## src/rtl/memory_arbiter.sv

```systemverilog
// Shared RAM port arbiter: one cache transaction at a time, dcache over icache,
// round-robin within each class, with write-invalidate broadcast on dcache writes.
module memory_arbiter #(
    parameter int CPUS   = 2,
    parameter int WORD_W = 32
) (
    input  logic                          CLK,
    input  logic                          RST,
    input  logic [CPUS-1:0]               iREN,
    input  logic [CPUS-1:0][WORD_W-1:0]   iaddr,
    input  logic [CPUS-1:0]               dREN,
    input  logic [CPUS-1:0]               dWEN,
    input  logic [CPUS-1:0][WORD_W-1:0]   daddr,
    input  logic [CPUS-1:0][WORD_W-1:0]   dstore,
    output logic [CPUS-1:0]               iwait,
    output logic [CPUS-1:0]               dwait,
    output logic [CPUS-1:0][WORD_W-1:0]   iload,
    output logic [CPUS-1:0][WORD_W-1:0]   dload,
    output logic [CPUS-1:0]               ccwait,
    output logic [CPUS-1:0]               ccinv,
    output logic [CPUS-1:0][WORD_W-1:0]   ccsnoopaddr,
    output logic                          ramREN,
    output logic                          ramWEN,
    output logic [WORD_W-1:0]             ramaddr,
    output logic [WORD_W-1:0]             ramstore,
    input  logic [WORD_W-1:0]             ramload,
    input  logic [1:0]                    ramstate
);

    localparam int IDX_W = (CPUS > 1) ? $clog2(CPUS) : 1;
    localparam logic [1:0] RS_ACCESS = 2'd2;

    typedef enum logic { IDLE, GRANT } state_t;
    typedef enum logic { OWN_I, OWN_D } own_t;

    state_t           state_q, state_d;
    own_t             own_type_q, own_type_d;
    logic [IDX_W-1:0] own_cpu_q, own_cpu_d;
    logic [IDX_W-1:0] dptr_q, dptr_d;
    logic [IDX_W-1:0] iptr_q, iptr_d;

    logic [IDX_W:0]   dpick, ipick;
    logic             own_active;
    logic             own_write;

    // Returns {found, index} of the first set bit at or after ptr, wrapping.
    function automatic logic [IDX_W:0] rr_pick(input logic [CPUS-1:0] req,
                                               input logic [IDX_W-1:0] ptr);
        logic [IDX_W:0] res;
        int idx;
        res = '0;
        for (int k = CPUS - 1; k >= 0; k--) begin
            idx = (int'(ptr) + k) % CPUS;
            if (req[idx]) res = {1'b1, IDX_W'(idx)};
        end
        return res;
    endfunction

    function automatic logic [IDX_W-1:0] next_ptr(input logic [IDX_W-1:0] win);
        return IDX_W'((int'(win) + 1) % CPUS);
    endfunction

    always_ff @(posedge CLK) begin
        if (RST) begin
            state_q    <= IDLE;
            own_type_q <= OWN_D;
            own_cpu_q  <= '0;
            dptr_q     <= '0;
            iptr_q     <= '0;
        end else begin
            state_q    <= state_d;
            own_type_q <= own_type_d;
            own_cpu_q  <= own_cpu_d;
            dptr_q     <= dptr_d;
            iptr_q     <= iptr_d;
        end
    end

    always_comb begin
        for (int j = 0; j < CPUS; j++) begin
            iload[j] = ramload;
            dload[j] = ramload;
        end
    end

    always_comb begin
        state_d     = state_q;
        own_type_d  = own_type_q;
        own_cpu_d   = own_cpu_q;
        dptr_d      = dptr_q;
        iptr_d      = iptr_q;
        iwait       = '1;
        dwait       = '1;
        ccwait      = '0;
        ccinv       = '0;
        ccsnoopaddr = '0;
        ramREN      = 1'b0;
        ramWEN      = 1'b0;
        ramaddr     = '0;
        ramstore    = '0;
        own_active  = 1'b0;
        own_write   = 1'b0;
        dpick       = rr_pick(dREN | dWEN, dptr_q);
        ipick       = rr_pick(iREN, iptr_q);

        case (state_q)
            IDLE: begin
                if (dpick[IDX_W]) begin
                    state_d    = GRANT;
                    own_type_d = OWN_D;
                    own_cpu_d  = dpick[IDX_W-1:0];
                    dptr_d     = next_ptr(dpick[IDX_W-1:0]);
                end else if (ipick[IDX_W]) begin
                    state_d    = GRANT;
                    own_type_d = OWN_I;
                    own_cpu_d  = ipick[IDX_W-1:0];
                    iptr_d     = next_ptr(ipick[IDX_W-1:0]);
                end
            end
            GRANT: begin
                if (own_type_q == OWN_D) begin
                    ramREN     = dREN[own_cpu_q];
                    ramWEN     = dWEN[own_cpu_q];
                    ramaddr    = daddr[own_cpu_q];
                    ramstore   = dstore[own_cpu_q];
                    own_active = dREN[own_cpu_q] | dWEN[own_cpu_q];
                    own_write  = dWEN[own_cpu_q];
                end else begin
                    ramREN     = iREN[own_cpu_q];
                    ramaddr    = iaddr[own_cpu_q];
                    own_active = iREN[own_cpu_q];
                end

                // A dropped request aborts silently; ACCESS only counts while the owner still asks.
                if (!own_active) begin
                    state_d = IDLE;
                end else if (ramstate == RS_ACCESS) begin
                    state_d = IDLE;
                    if (own_type_q == OWN_D) dwait[own_cpu_q] = 1'b0;
                    else                     iwait[own_cpu_q] = 1'b0;
                    if (own_write) begin
                        for (int j = 0; j < CPUS; j++) begin
                            if (IDX_W'(j) != own_cpu_q) begin
                                ccinv[j]       = 1'b1;
                                ccsnoopaddr[j] = daddr[own_cpu_q];
                            end
                        end
                    end
                end else if (own_write) begin
                    for (int j = 0; j < CPUS; j++) begin
                        if (IDX_W'(j) != own_cpu_q) ccwait[j] = 1'b1;
                    end
                end
            end
            default: state_d = IDLE;
        endcase
    end

endmodule

```

## config.mk

```make
export PLATFORM = sky130hd
export DESIGN_NAME = memory_arbiter
export DESIGN_NICKNAME = d
export VERILOG_FILES = /design/src/rtl/memory_arbiter.sv
export SDC_FILE = /design/constraint.sdc
export NUM_CORES = 1
export LEC_CHECK = 0
export ABC_AREA = 1
export CAP_MARGIN = 20
export CORE_AREA = 5 5 193 195
export DETAILED_ROUTE_END_ITERATION = 16
export DIE_AREA = 0 0 198 200
export GPL_ROUTABILITY_DRIVEN = 0
export PLACE_DENSITY = 0.46
export SLEW_MARGIN = 20
export SYNTH_ARGS = -nofsm -noshare
export SYNTH_HDL_FRONTEND = slang
export SYNTH_SLANG_ARGS = --single-unit
```

## constraint.sdc

```tcl
create_clock -name CLK -period 5.41 [get_ports CLK]
set_input_delay 1.623 -clock CLK [delete_from_list [all_inputs] [get_ports CLK]]
set_output_delay 1.623 -clock CLK [all_outputs]
set_load 0.05 [all_outputs]
```

==> results of run 1 <==
-- cell usage after synthesis (5+ instances only) --
cell type  instances  area share (%)
buf_6              9             3.1
buf_4            128              29
a21oi_1           36             5.4
nor2_2            12             2.3
inv_2              7            0.79
nand3_1            6            0.91
clkbuf_1           8            0.91
inv_1             73             8.3
o22ai_1           32             6.0
nor2_1           125              14
nand2_1          178              20
buf_2             14             2.1
o21ai_0            5            0.75
dfxtp_1            5             3.0
-- layout by cell type (no fill, tap or decap) --
| master | synthesis | final |
|---|---|---|
| nor2_1 | 125 | 125 |
| o21ai_2 | 1 | 1 |
| dfxtp_1 | 5 | 5 |
| o21ai_0 | 5 | 5 |
| nand3_1 | 6 | 6 |
| diode_2 | 0 | 1 |
| o22ai_1 | 32 | 32 |
| nand2_1 | 178 | 178 |
| nand3_4 | 2 | 2 |
| inv_2 | 7 | 7 |
| inv_1 | 73 | 73 |
| nor3_1 | 2 | 2 |
| clkbuf_16 | 0 | 3 |
| nor2_4 | 1 | 1 |
| nand2_4 | 1 | 1 |
| nor4_1 | 2 | 2 |
| buf_12 | 0 | 67 |
| clkdlybuf4s50_1 | 0 | 262 |
| clkinv_2 | 0 | 1 |
| a21oi_1 | 36 | 36 |
| nor2_2 | 12 | 12 |
| nand2_2 | 1 | 1 |
| o211ai_1 | 1 | 1 |
| buf_4 | 128 | 18 |
-- registers in the layout (all words and copies together), names as in the netlist --
signal,count
iptr_q,1
state_q,1
own_type_q,1
own_cpu_q,1
dptr_q,1
-- layer usage --
layer  vias to the layer above  wire length, um  global-route usage [%]
met5                         -                0                       0
met4                         0              827                    3.55
met3                        69             1820                    2.84
met2                       241            10300                    16.8
met1                      1961             7250                    10.1
li1                       2218                -                       -
-- layout make-up --
cell class,count,area share [%]
timing repair buffer,347,59.3
multi-input combinational,405,25.3
tap,461,8.35
inverter,80,4.35
sequential,5,1.45
clock buffer,3,1.09
clock inverter,1,0.0724
antenna,1,0.0362
-- how the worst min path moves through the flow --
stage	end	slack, ns	startpoint
CTS	dptr_q	0.49	dptr_q
floorplan	dptr_q	0.45	dptr_q
detailed placement	dptr_q	0.48	dptr_q
global placement	dptr_q	0.46	dptr_q
finish	dptr_q	0.49	dptr_q
global route	dptr_q	0.52	dptr_q
-- per-stage QoR --
stage | worst slack (ns) | util (%)
global placement | 0.439 | 19.4
detailed placement | 0.455 | 19.4
finish | 0.443 | 19.6
CTS | 0.446 | 19.6
global route | 0.343 | 19.6
floorplan | 0.537 | -
-- power groups by stage --
stage / clock (mW) / sequential (mW) / combinational, mW
floorplan: 0 / 0.0437 / 0.636
global placement: 0 / 0.0460 / 0.714
detailed placement: 0 / 0.0462 / 0.714
CTS: 0.126 / 0.0456 / 0.717
global route: 0.129 / 0.0461 / 0.752
finish: 0.124 / 0.0457 / 0.705
-- worst register-to-register path, cell delays in order (launching register included) --
cell     delay [ns]
dfxtp_1        0.39
inv_2          0.61
buf_12         0.29
o21ai_2        0.12
nand2_1        0.12
inv_1          0.06
a21oi_1        0.18
-- logic make-up after synthesis --
logic type	after synthesis
AO/OA/AOI/OAI	75
AND/OR/NAND/NOR	330
buffers and inverters	240
flip-flops	5
==> impl_metrics.yaml, run 1 <==
hold_path:
  whs_path_depth: 2
  worst_hold_path_type: "flip-flop to flip-flop"
global_route:
  antenna_found_initial: 1
  grt_pass1_vias: 4621
  grt_pass1_wl_um: 28200
  grt_remaining_overflow: 0
  grt_usage_pct: 9.23
  grt_max_degree: 42
timing:
  worstMarginPinSlew_ns: 0.867
  fin_crit_ns: 4.97
  skew_ns: 0.00553
  finalHoldViolCount: 0
  post-route-period-util_pct: 91.8
  slew_viol_final: 0
  max_freq_mhz: 201
  hold_slack_ns: 0.487
  slew_headroom_pct: 42.2
  fin_tns_setup_ns: 0
  grt_setup_unrepaired: "false"
  setup_viol: 0
cts:
  postCtsResizedCells: 0
  cts_inserted_buffers: 3
  clock_tree.buffer_depth: 2
  root_buffer: "clkbuf_16"
  cts_sinks: 5
  clk-insertion-delay-late_ns: 0.23
  clkTransAtPathRegs_ns: 0.04
  cts_tree: "done"
  htree_levels: 1
  hold_buffers: 0
  cts_setup_buffers: 0
detailed_routing:
  postRouteAntennaNets: 0
  detail_route.drc_violations: 0
  initialDrtViolationCount: 145
  num_vias: 4489
  via_per_inst: 3.45
  dr.pass1.iters: 6
  routedWlPerCell_um: 15.5
  drt-total-wl_um: 20200
floorplanning:
  initial_core_util_pct: 9.42
  rows: 69
  die_width_um: 198
  io_pins: 500
  core_area_um2: 35200
  dieHeight_um: 200
  die_area_um2: 39600
critical_path:
  worstPathCellList: "clkdlybuf4s50_1 -> inv_1 -> nor2_1 -> buf_4 -> nand3_4 -> buf_4 -> nor2_1 -> buf_12"
  reg2reg_slack_ns: 3.56
  crit_family: "buffers and inverters"
  critPathKind: "input pin to output pin"
  crit_end: "ccsnoopaddr[19]"
  cp.arrival_ns: 3.34
  r2r_cells: 6
  cp-startpoint: "ramstate[1]"
  r2r_end: "state_q"
  cp.required_ns: 3.79
  r2r-start: "state_q"
  end_kind: "output pin"
  start_kind: "input pin"
  crit_cells: 8
  crit_buf_inv: 5
  max_stage_delay_ns: 0.46
  cp_max_fo: 33
  cp_slowest_cell: "clkdlybuf4s50_1"
logic_synthesis:
  synth_seq_area_share_pct: 3.02
  synth_compound_area_share_pct: 12.7
  synth.avg_cell_area_um2: 5.10
  synth_mux_area_share_pct: 0
  yosys.area_share.simple_pct: 40.1
  synth_xor_area_share_pct: 0
  synth_warnings: 0
  synthAdderAreaFrac_pct: 0
  async_reset_ff_share_pct: 0
  ys.flop_type: "dfxtp_1"
  synthCells: 650
  synth_top_family_by_area: "buffers and inverters"
  yosysUniqueCellTypes: 23
  synth_edf_count: 0
  syn_area_um2: 3320
  synth_fp_nets: 884
  synth_seq_cells: 5
job:
  drv_cap: 0
placed_design:
  placed_cell_area_um2: 6830
  dp_cells: 1298
  dp_hpwl_um: 16400
  port_buffers: 339
power_and_ir_drop:
  p_sw_share_pct: 51.6
  p_leak_nw: 2.99
  max-vdd-ir-drop_v: 0.000153
  seqPwrFrac_pct: 5.2
  p_sw_mw: 0.451
  pwr-share-comb_pct: 80.6
  p_total_mw: 0.875
  p_clk_share_pct: 14.1
  power_per_cell_area_nw_per_um2: 127
  p_int_mw: 0.423
final_layout:
  drive_above_1_share_pct: 13.6
  areaGrowthSynthToFinish_pct: 108
  fin_area_um2: 6910
  fill_cells: 4044
  regArea_um2: 100
  layout.cells.non_filler: 1303
  layout.nets: 1076
  multiInputGateArea_um2: 1750
run_status:
  status: "complete, no violations"
Power figures use the tool's default switching activity.
==> run 2, diff against run 1 <==
--- a/config.mk
+++ b/config.mk
@@ -7,11 +7,11 @@
 export LEC_CHECK = 0
 export ABC_AREA = 1
 export CAP_MARGIN = 20
-export CORE_AREA = 5 5 193 195
+export CORE_AREA = 5 5 190 192
 export DETAILED_ROUTE_END_ITERATION = 16
-export DIE_AREA = 0 0 198 200
+export DIE_AREA = 0 0 195 197
 export GPL_ROUTABILITY_DRIVEN = 0
-export PLACE_DENSITY = 0.46
+export PLACE_DENSITY = 0.47
 export SLEW_MARGIN = 20
 export SYNTH_ARGS = -nofsm -noshare
 export SYNTH_HDL_FRONTEND = slang
==> constraint.sdc (replaced) <==
create_clock -name CLK -period 5.13 [get_ports CLK]
set_input_delay 1.539 -clock CLK [delete_from_list [all_inputs] [get_ports CLK]]
set_output_delay 1.539 -clock CLK [all_outputs]
set_load 0.05 [all_outputs]
==> run 2 against run 1 <==
Against the previous run:
- combinational power rose by 5.4%
- flip-flop and latch count is the same
- die area down 3.0%
- sequential share of layout area about the same
- largest cell class unchanged
==> impl_metrics.yaml, run 2 (synthesis results as in run 1) <==
cts:
  clkTransAtPathRegs_ns: 0.03
  hold_buffers: 0
  cts_tree: "done"
  cts_sinks: 5
  cts_inserted_buffers: 3
  htree_levels: 1
  root_buffer: "clkbuf_16"
  postCtsResizedCells: 0
  clock_tree.buffer_depth: 2
  cts_setup_buffers: 0
  clk-insertion-delay-late_ns: 0.23
detailed_routing:
  highest_layer: "met4"
  wl_met3_um: 2160
  num_vias: 4540
  wl_met1_um: 7900
  postRouteAntennaNets: 0
  wl_met2_um: 9840
  dr.pass1.iters: 4
  initialDrtViolationCount: 168
  detail_route.drc_violations: 0
  routedWlPerCell_um: 15.8
  drt-total-wl_um: 20500
  via_per_inst: 3.50
final_layout:
  layout.nets: 1078
  regArea_um2: 100
  multiInputGateArea_um2: 1750
  final_common_cell: "clkdlybuf4s50_1"
  areaGrowthSynthToFinish_pct: 108
  drive_above_1_share_pct: 15.7
  fill_cells: 3880
  layout_common_cells: "clkdlybuf4s50_1, nand2_1, nor2_1, inv_1, buf_12"
  diodes: 0
critical_path:
  critPathKind: "input pin to output pin"
  start_kind: "input pin"
  end_kind: "output pin"
  cp_max_fo: 14
  reg2reg_slack_ns: 3.57
  cp.arrival_ns: 3.34
  cp_slowest_cell: "clkdlybuf4s50_1"
  r2r-start: "state_q"
  max_stage_delay_ns: 0.46
  cp-startpoint: "ramstate[1]"
  cp.required_ns: 3.59
  r2r_cells: 5
  crit_end: "ccsnoopaddr[41]"
  worstPathCellList: "clkdlybuf4s50_1 -> inv_1 -> nor2_1 -> buf_4 -> nand3_4 -> buf_4 -> nor2_1 -> buf_12"
  r2r_end: "state_q"
floorplanning:
  initial_core_util_pct: 9.70
  dieHeight_um: 197
  core_area_um2: 34200
  die_width_um: 195
  die_area_um2: 38400
  io_pins: 500
  rows: 68
timing:
  skew_ns: 0.000581
  max_freq_mhz: 205
  slew_headroom_pct: 46.6
  post-route-period-util_pct: 95.1
  fin_crit_ns: 4.88
  timing.final.ws_setup_ns: 0.252
  grt_setup_unrepaired: "false"
  worstMarginPinSlew_ns: 0.800
  slew_viol_final: 0
  finalHoldViolCount: 0
  fin_tns_setup_ns: 0
  setup_viol: 0
placed_design:
  port_buffers: 339
  dp_hpwl_um: 17000
  dp_slack_ns: 0.226
power_and_ir_drop:
  power_per_cell_area_nw_per_um2: 134
  p_leak_nw: 3.03
  max-vdd-ir-drop_v: 0.0000877
global_route:
  grt_pass1_wl_um: 29200
  antenna_found_initial: 0
  grt_pass1_vias: 4721
  grt_remaining_overflow: 0
  grt_usage_pct: 9.70
  grt_max_degree: 44
job:
  drv_cap: 0
run_status:
  status: "complete, no violations"
hold_path:
  worst_hold_path_type: "flip-flop to flip-flop"
[run 2: cell types whose count changed in the layout (fill, tap and decap cells not counted)]
cell	before	now
buf_4	18	36
clkdlybuf4s50_1	262	245
buf_12	67	68
clkbuf_1	0	1
clkinv_2	1	0
diode_2	1	0
[run 2: worst min path at each step]
| stage | end | slack (ns) | from | cells after the start |
|---|---|---|---|---|
| after CTS | dptr_q | 0.48 | dptr_q | 2 |
| after global placement | dptr_q | 0.46 | dptr_q | 2 |
| after detailed placement | dptr_q | 0.47 | dptr_q | 2 |
| after global routing | iptr_q | 0.54 | iptr_q | 2 |
| final | dptr_q | 0.48 | dptr_q | 2 |
| after floorplan | dptr_q | 0.45 | dptr_q | 2 |
[run 2: metal layers]
metal	vias up	track usage [%]
li1	2225	-
met1	1977	11.1
met2	284	17.0
met3	54	3.56
met4	0	2.77
met5	-	0
[run 2: where the power goes]
part / switching (mW) / internal [mW] / leakage [nW]
Clock: 0.0257 / 0.103 / 0.0382
Sequential: 0.00566 / 0.0425 / 0.0414
Combinational: 0.444 / 0.299 / 2.95
[run 2: final cells by class]
| cell class | count | share of cell area (%) |
|---|---|---|
| inverters | 80 | 4.36 |
| well taps | 455 | 8.27 |
| repair buffers | 349 | 59.3 |
| flip-flops and latches | 5 | 1.45 |
| clock buffers | 4 | 1.15 |
| multi-input cells | 405 | 25.4 |
[run 2: worst max-delay path, delay by kind of cell]
kind                   cells  cell delay [ns]
buffers and inverters      5             1.17
AND/OR/NAND/NOR            3             0.62
[run 2: metrics by stage]
| stage | power [mW] | std cells | instance area [um2] | util, % | hold WS, ns |
|---|---|---|---|---|---|
| after detailed placement | 0.798 | 1294 | 6800 | 19.9 | 0.473 |
| after CTS | 0.930 | 1298 | 6880 | 20.1 | 0.480 |
| after global routing | 0.973 | 1298 | 6880 | 20.1 | 0.539 |
| after global placement | 0.798 | 1294 | 6800 | 19.9 | 0.462 |
| final | 0.920 | 1298 | 6880 | 20.1 | 0.484 |
| after floorplan | 0.717 | 650 | 3320 | - | 0.446 |
==> run 3, diff against run 2 <==
--- a/config.mk
+++ b/config.mk
@@ -7,11 +7,11 @@
 export LEC_CHECK = 0
 export ABC_AREA = 1
 export CAP_MARGIN = 20
-export CORE_AREA = 5 5 190 192
+export CORE_AREA = 5 5 192 194
 export DETAILED_ROUTE_END_ITERATION = 16
-export DIE_AREA = 0 0 195 197
+export DIE_AREA = 0 0 197 199
 export GPL_ROUTABILITY_DRIVEN = 0
-export PLACE_DENSITY = 0.47
+export PLACE_DENSITY = 0.5
 export SLEW_MARGIN = 20
 export SYNTH_ARGS = -nofsm -noshare
 export SYNTH_HDL_FRONTEND = slang
==> constraint.sdc (replaced) <==
create_clock -name CLK -period 4.2 [get_ports CLK]
set_input_delay 1.26 -clock CLK [delete_from_list [all_inputs] [get_ports CLK]]
set_output_delay 1.26 -clock CLK [all_outputs]
set_load 0.05 [all_outputs]
==> run 3 against run 2 <==
Against the previous run:
- critical path type unchanged
- largest cell class unchanged
- sequential share of layout area down 0.15 points
- utilization rose by 1.7 points
- first-iteration DRC count shrank 39%
- global-route usage grew 0.22 points
- highest routed layer unchanged
- non-clock buffer count up 2
- die area increased by 2.1%
- clock skew grew 0.0010 ns
- final area is 11% higher
==> impl_metrics.yaml, run 3 (synthesis results as in run 1) <==
critical_path:
  max_stage_delay_ns: 0.46
  worstPathCellList: "clkdlybuf4s50_1 -> inv_1 -> nor2_1 -> buf_4 -> nand3_4 -> buf_12 -> nor2_1 -> buf_12"
  cp.required_ns: 2.94
  cp_max_fo: 33
  crit_buf_inv: 5
  critPathKind: "input pin to output pin"
  crit_family: "buffers and inverters"
  cp_slowest_cell: "clkdlybuf4s50_1"
  cp.arrival_ns: 2.76
  start_kind: "input pin"
  end_kind: "output pin"
power_and_ir_drop:
  max-vdd-ir-drop_v: 0.000110
  p_sw_share_pct: 48.1
  p_sw_mw: 0.635
  p_clk_share_pct: 12.0
  power_per_cell_area_nw_per_um2: 173
  pwr-share-comb_pct: 83.6
  p_leak_nw: 3.35
  p_int_mw: 0.687
  seqPwrFrac_pct: 4.5
final_layout:
  layout_common_cells: "clkdlybuf4s50_1, nand2_1, buf_12, nor2_1, inv_1"
  fill_cells: 3971
  layout.nets: 1080
  drive_above_1_share_pct: 21.1
  final_common_cell: "clkdlybuf4s50_1"
  areaGrowthSynthToFinish_pct: 131
  final_util_pct: 21.8
  regArea_um2: 100
  diodes: 0
  layout.cells.non_filler: 1306
  multiInputGateArea_um2: 1750
cts:
  htree_levels: 1
  cts_tree: "done"
  hold_buffers: 0
  cts_inserted_buffers: 3
  clk-insertion-delay-late_ns: 0.23
  postCtsResizedCells: 0
  cts_sinks: 5
  cts_setup_buffers: 0
  clock_tree.buffer_depth: 2
  root_buffer: "clkbuf_16"
  clkTransAtPathRegs_ns: 0.03
timing:
  fin_crit_ns: 4.02
  setup_viol: 0
  slew_headroom_pct: 49.8
  finalHoldViolCount: 0
  skew_ns: 0.00160
  max_freq_mhz: 249
  post-route-period-util_pct: 95.7
  slew_viol_final: 0
  fin_tns_setup_ns: 0
  grt_setup_unrepaired: "false"
  worstMarginPinSlew_ns: 0.751
global_route:
  grt_max_degree: 39
  grt_usage_pct: 9.92
  antenna_found_initial: 0
  grt_pass1_vias: 4863
  grt_remaining_overflow: 0
  grt_pass1_wl_um: 29900
hold_path:
  worst_hold_path_type: "flip-flop to flip-flop"
floorplanning:
  die_area_um2: 39200
  die_width_um: 197
  core_area_um2: 35100
  rows: 69
  dieHeight_um: 199
  initial_core_util_pct: 9.46
  io_pins: 500
detailed_routing:
  dr.pass1.iters: 7
  initialDrtViolationCount: 103
  via_per_inst: 3.45
  drt-total-wl_um: 21200
  detail_route.drc_violations: 0
  num_vias: 4507
  postRouteAntennaNets: 0
  routedWlPerCell_um: 16.2
placed_design:
  dp_cells: 1302
  dp_hpwl_um: 18200
  port_buffers: 339
run_status:
  status: "complete, no violations"
job:
  drv_cap: 0
## run 3: area by class of cell
type | instances | area share, %
repair buffers | 351 | 63.3
multi-input cells | 405 | 22.9
well taps | 461 | 7.54
inverters | 80 | 3.93
flip-flops and latches | 5 | 1.31
clock buffers | 4 | 1.03
## run 3: worst reg2reg max path: stages (launching register included)
cell	delay (ns)
dfxtp_1	0.39
inv_2	0.56
o21ai_2	0.16
nand2_1	0.15
inv_1	0.06
nand2_1	0.05
a21oi_1	0.06
## run 3: power by group through the flow
stage / Sequential [mW] / Clock, mW / Combinational [mW]
floorplan: 0.0563 / 0 / 0.820
global placement: 0.0592 / 0 / 1.12
detailed placement: 0.0595 / 0 / 1.12
CTS: 0.0590 / 0.159 / 1.13
global route: 0.0596 / 0.163 / 1.17
finish: 0.0590 / 0.158 / 1.10
## run 3: path summary, 6_finish.rpt
check               from         endpoint  slack [ns]  cells after the start
min reg2reg       iptr_q           iptr_q        0.50                      2
max reg2reg      state_q        own_cpu_q        2.66                      6
max          ramstate[1]  ccsnoopaddr[14]        0.18                      8
min               iptr_q           iptr_q        0.50                      2
## run 3: stage by stage
stage / worst slack [ns] / cell area (um2) / power, mW / hold slack (ns)
floorplan: 0.0526 / 3320 / 0.876 / 0.446
global placement: 0.225 / 7570 / 1.18 / 0.462
detailed placement: 0.188 / 7570 / 1.18 / 0.493
CTS: 0.173 / 7650 / 1.34 / 0.505
global route: 0.0761 / 7650 / 1.40 / 0.534
finish: 0.183 / 7650 / 1.32 / 0.504
## run 3: layer usage
metal  share of wire [%]  track usage (%)  vias up
met3                 8.4             2.42       57
met5                   0                0        -
met2                  49             17.4      248
li1                    -                -     2227
met4                 2.8             3.13        0
met1                  40             12.0     1975
